===== config.mk =====
export PLATFORM = sky130hd
export DESIGN_NAME = rst_seq
export DESIGN_NICKNAME = d
export VERILOG_FILES = /design/src/rtl/rst_seq.sv
export SDC_FILE = /design/constraint.sdc
export NUM_CORES = 1
export LEC_CHECK = 0
export ABC_AREA = 1
export CAP_MARGIN = 10
export CELL_PAD_IN_SITES_DETAIL_PLACEMENT = 1
export CELL_PAD_IN_SITES_GLOBAL_PLACEMENT = 1
export CORE_MARGIN = 2
export CORE_UTILIZATION = 43
export DETAILED_ROUTE_END_ITERATION = 8
export PLACE_DENSITY = 0.81
export SKIP_LAST_GASP = 1
export SYNTH_ARGS = -nofsm -noshare
export SYNTH_HDL_FRONTEND = slang
export SYNTH_SLANG_ARGS = --single-unit

===== constraint.sdc =====
create_clock -name clk -period 1.75 [get_ports clk]
set_input_delay 0.35 -clock clk [delete_from_list [all_inputs] [get_ports clk]]
set_output_delay 0.35 -clock clk [all_outputs]
set_load 0.02 [all_outputs]

===== src/rtl/rst_seq.sv =====
// rst_seq: staged reset release sequencer.
//
// After the asynchronous reset RST_n is released, three active-low domain
// resets are released in order (bit 0, then bit 1, then bit 2) with
// programmable spacing. Once all three are released, sys_ready is raised.
// An optional synchronous soft reset puts every stage back into reset for a
// programmable time, then replays the full release sequence.
//
// Parameters:
//   HOLD_CYCLES  cycles from reset deassertion to stage-0 release (1..65535)
//   STAGE_GAP    cycles between successive stage releases          (1..65535)
//   SOFT_CYCLES  cycles all stages stay in reset after a soft reset (1..65535)
//
// Ports:
//   clk           system clock, rising edge
//   RST_n         asynchronous active-low reset
//   soft_rst_req  synchronous soft-reset request, acted on only in RUN
//   stage_rst_n   per-domain active-low resets, released bit 0 -> bit 2
//   sys_ready     high once all three stages are released
//   rst_cause     0: last sequence followed RST_n, 1: it followed a soft reset
//
// Build option:
//   RST_SEQ_SOFT_RST_EN  when defined, soft_rst_req triggers a soft reset
//                        from RUN. When undefined, soft_rst_req is ignored,
//                        the soft state is unreachable and rst_cause is 0.
//
// All outputs come straight from flops; nothing is combinational from inputs.

module rst_seq #(
  parameter int unsigned HOLD_CYCLES = 16,
  parameter int unsigned STAGE_GAP   = 4,
  parameter int unsigned SOFT_CYCLES = 8
) (
  input  logic       clk,
  input  logic       RST_n,
  input  logic       soft_rst_req,
  output logic [2:0] stage_rst_n,
  output logic       sys_ready,
  output logic       rst_cause
);

  typedef enum logic [2:0] {
    StHold = 3'd0,
    StRel0 = 3'd1,
    StRel1 = 3'd2,
    StRun  = 3'd3,
    StSoft = 3'd4
  } state_e;

  // Terminal counts: a state with N cycles leaves on the edge where the
  // counter (which starts at 0 on entry) equals N-1.
  localparam logic [15:0] HoldLast = 16'(HOLD_CYCLES - 1);
  localparam logic [15:0] GapLast  = 16'(STAGE_GAP - 1);
  localparam logic [15:0] SoftLast = 16'(SOFT_CYCLES - 1);

  state_e      state_q, state_d;
  logic [15:0] cnt_q, cnt_d;
  logic [2:0]  stage_q, stage_d;
  logic        ready_q, ready_d;
  logic        cause_q, cause_d;

`ifndef RST_SEQ_SOFT_RST_EN
  // The request port stays on the interface but has no effect in this build.
  logic unused_soft_rst_req;
  assign unused_soft_rst_req = soft_rst_req;
`endif

  always_comb begin
    state_d = state_q;
    cnt_d   = cnt_q;
    stage_d = stage_q;
    ready_d = ready_q;
    cause_d = cause_q;

    unique case (state_q)
      StHold: begin
        stage_d = 3'b000;
        ready_d = 1'b0;
        if (cnt_q == HoldLast) begin
          state_d = StRel0;
          cnt_d   = '0;
          stage_d = 3'b001;
        end else begin
          cnt_d = cnt_q + 16'd1;
        end
      end

      StRel0: begin
        if (cnt_q == GapLast) begin
          state_d = StRel1;
          cnt_d   = '0;
          stage_d = 3'b011;
        end else begin
          cnt_d = cnt_q + 16'd1;
        end
      end

      StRel1: begin
        if (cnt_q == GapLast) begin
          state_d = StRun;
          cnt_d   = '0;
          stage_d = 3'b111;
          ready_d = 1'b1;
        end else begin
          cnt_d = cnt_q + 16'd1;
        end
      end

      StRun: begin
        stage_d = 3'b111;
        ready_d = 1'b1;
        cnt_d   = '0;
`ifdef RST_SEQ_SOFT_RST_EN
        // Only RUN reacts to the request; elsewhere it is dropped, not queued.
        if (soft_rst_req) begin
          state_d = StSoft;
          stage_d = 3'b000;
          ready_d = 1'b0;
          cause_d = 1'b1;
        end
`endif
      end

      StSoft: begin
        stage_d = 3'b000;
        ready_d = 1'b0;
        if (cnt_q == SoftLast) begin
          state_d = StHold;
          cnt_d   = '0;
        end else begin
          cnt_d = cnt_q + 16'd1;
        end
      end

      default: begin
        state_d = StHold;
        cnt_d   = '0;
        stage_d = 3'b000;
        ready_d = 1'b0;
      end
    endcase

`ifndef RST_SEQ_SOFT_RST_EN
    cause_d = 1'b0;
`endif
  end

  always_ff @(posedge clk or negedge RST_n) begin
    if (!RST_n) begin
      state_q <= StHold;
      cnt_q   <= '0;
      stage_q <= 3'b000;
      ready_q <= 1'b0;
      cause_q <= 1'b0;
    end else begin
      state_q <= state_d;
      cnt_q   <= cnt_d;
      stage_q <= stage_d;
      ready_q <= ready_d;
      cause_q <= cause_d;
    end
  end

  assign stage_rst_n = stage_q;
  assign sys_ready   = ready_q;
  assign rst_cause   = cause_q;

endmodule


==> run summary <==
The run finished with clean final reports. The analysis attributes to cell leakage a power of 0.634 nW. Traced cell by cell, the critical path runs through clkdlybuf4s50_1.

The power per unit of standard cell area is 574 nW/µm², and the clock transition at the register clock pins on the worst setup and hold paths after CTS is 0.13 ns. The worst path buffer plus inverter count is 1. The number of nets still failing antenna checks after routing was 0. For this run, the top clock speed supported by timing is 0.610 GHz. The run gives 1 as the H-tree depth reported by CTS.

The tools report the smallest setup slack after layout as 0.112 ns. The tools report the logic gate share of total power as 1.9%. After synthesis the cells add up to 1290 µm².

The first global-routing pass estimated 4960 µm of wire. The number of clock sinks seen by CTS is 22. In this run the vertical extent of the chip is 58.8 µm. The tools report the number of slew-limit violations in the final report as 0. During synthesis, Yosys emitted a total of 0 warnings. Counting every instance in the synthesized netlist gives 165. Prior to clock tree synthesis, the placed netlist has a worst setup slack of 0.182 ns.

Internal power contribution: 0.000639 W. In this run, post-CTS hold repair placed 0 buffers. The longest clock path from root to sink contains 2 buffers. The tools report the die area as 3460 µm².

In this run, synthesis produced a sequential element count of 22. In the final design database the tool counted 184 nets. The tools report the number of DRC violations after detailed routing as 0. TritonCTS built the clock tree.

Among all stages on the critical path, the largest delay is contributed by clkdlybuf4s50_1. For the switching power, the log shows 0.000167 W. 8 I/O pins were placed. The slack of the worst reg-to-reg path was 0.18 ns; the mean cell area of the mapped netlist was 7.83 µm². The share of layout cells above drive strength 1 is 11.0%, and the distinct cell type count after synthesis is 23.

After detailed routing, the number of vias per cell comes to 5.11. The critical path's largest stage delay is 0.61 ns, and the via count of the first global-routing pass is 1141. The later pin in the worst-skew pair is clocked with a latency of 0.30 ns.

The proportion of power drawn by flip-flops and latches came out at 63.1%. Number of detailed-routing iterations run before antenna repair: 4. The net switching fraction of the power came out at 20.7%.

Clock tree root driver cell: clkbuf_4. Dividing the detail-routed wire length by the instance count gives 13.0 µm. Sorting the synthesized cells by area gives the leading types as dfrtp_1 (43%), nand2_1 (12%), nor2_1 (9.3%). The half-perimeter wire length after placement is 1990 µm, and the layout-stage area growth over the synthesis result is 8.72%. Summed over all layers, the global routing overflow is 0. STA classifies the critical path startpoint as a register.

The biggest area consumer among synthesized cells is dfrtp_1. The total number of vias was 1043; the period utilization was 93.6%. The post-synthesis sequential area ratio came out at 42.6%. Most common cell after layout, fill and taps aside: nand2_1.

The number of antenna diodes in the final layout is 0. In this design, the largest share of critical-path delay is due to buffers and inverters. For the count of standard-cell rows, the log shows 19. The run gives 23 as the largest net degree at the start of global routing. The setup TNS came out at 0 ns. The worst clock skew on the final layout was 0.00512 ns.

The final count of negative-setup-slack endpoints is 0. The region available for standard cell placement spans 2810 µm². Leaving out fill and tap cells, the most frequent cells in the layout are nand2_1 (40), nor2_1 (32), dfrtp_1 (22). The finished layout holds 204 standard cells, fillers aside. VDD sags by at most 0.000278 V.

The clock buffer count from CTS was 3. The logs give 0 for the number of antenna violations at the first check in global routing and 0.816 for the final RePlAce weighted congestion. The required time at the endpoint of the critical path is 1.40 ns. The width of the die is 58.8 µm. For the routed wire length, the log shows 2660 µm.

The logs give 0 for the max-capacitance violation count and 25 for the number of violations reported at the end of detailed-routing iteration 0. The run gives 1.29 ns as the worst path arrival time. In this run the tool buffered the top-level ports with 5 buffer cells. Fraction of post-synthesis cell area in the top cell type by area: 42.6%. The worst setup path is captured at an output pin.

The worst min-delay path category is in2async. The tools report the hold violation total from the final report as 0. Setup repair after global routing left no endpoint under its margin.

The run gives 200 as the cell total after placement. The total global routing track utilization is 18.6%, and the largest fanout of any net on the critical path is 2. For this configuration, the core starts out at a cell density of 46.0%. The critical path is of the reg2out type.

The worst path in the final design needs a cycle of 1.64 ns, including I/O delays and setup. When the netlist entered floorplanning its net count stood at 175. The run gives 35.0% as the clock network power share.
-- cell type report --
class,instances,area [µm²]
clock buffer,4,36.3
fill,362,1400
inverter,18,67.6
multi-input combinational,123,653
sequential,22,551
tap,31,38.8
timing repair buffer,6,57.6
-- Yosys cell counts (all sizes together) --
master and number:
xor2 5, o21ai 2, ha 7, nand3 11, conb 1, o21bai 1, nand4 5, dfrtp 22
nor3 3, inv 18, buf 2, a21oi 3, xnor2 3, nor2 37, nand2 45
-- per-stage QoR --
| stage | utilization, % | total power [W] | area, µm² | hold WS, ns |
|---|---|---|---|---|
| global placement | 48.7 | 0.000534 | 1370 | 0.470 |
| floorplan | - | 0.000522 | 1290 | 0.0544 |
| detailed placement | 48.7 | 0.000535 | 1370 | 0.475 |
| CTS | 50.0 | 0.000822 | 1400 | 0.386 |
| global route | 50.0 | 0.000840 | 1400 | 0.402 |
| finish | 50.0 | 0.000806 | 1400 | 0.383 |
-- path summary, 6_finish.rpt --
kind	from	end	cells after the start
worst max-delay path	stage_rst_n[0]	stage_rst_n[0]	1
worst min-delay path	RST_n	cnt_q[2]	2
worst max register to register	cnt_q[0]	cnt_q[15]	8
worst min register to register	cnt_q[0]	cnt_q[0]	1
max in group asynchronous	RST_n	cnt_q[12]	2
min in group clk	cnt_q[0]	cnt_q[0]	1
-- logic make-up after synthesis --
logic type               Yosys count  synth area share [%]
AND/OR/NAND/NOR                  101                  35.4
buffers and inverters             20                  6.98
XOR/XNOR                           8                  5.43
adder cells (fa/ha/maj)            7                  6.78
other                              1                 0.290
flip-flops                        22                  42.6
AO/OA/AOI/OAI                      6                  2.52
-- routing by layer --
| layer | wire [µm] | up-vias | track usage [%] |
|---|---|---|---|
| met5 | 0 | - | 0 |
| met4 | 19 | 0 | 6.49 |
| met3 | 27 | 2 | 2.20 |
| met2 | 1430 | 3 | 33.3 |
| met1 | 1180 | 509 | 22.8 |
| li1 | - | 529 | - |
-- registers in the layout, indices dropped and copies added, names as in the netlist --
signal       count
cnt_q           16
stage_rst_n      3
state_q          2
sys_ready        1
-- power by group through the flow --
stage | clock network (W) | registers [W] | logic, W
6_report | 0.000282 | 0.000508 | 0.0000155
5_1_grt | 0.000313 | 0.000508 | 0.0000184
4_1_cts | 0.000297 | 0.000508 | 0.0000165
3_5_place_dp | 0 | 0.000518 | 0.0000166
3_3_place_gp | 0 | 0.000518 | 0.0000162
2_1_floorplan | 0 | 0.000518 | 0.00000357
-- timing repair --
action,4_1_cts,5_1_grt
resized for setup,0,1
endpoints found under the setup margin,0,2
setup buffers,0,0
Note: power is estimated with default switching activity, not from simulation.
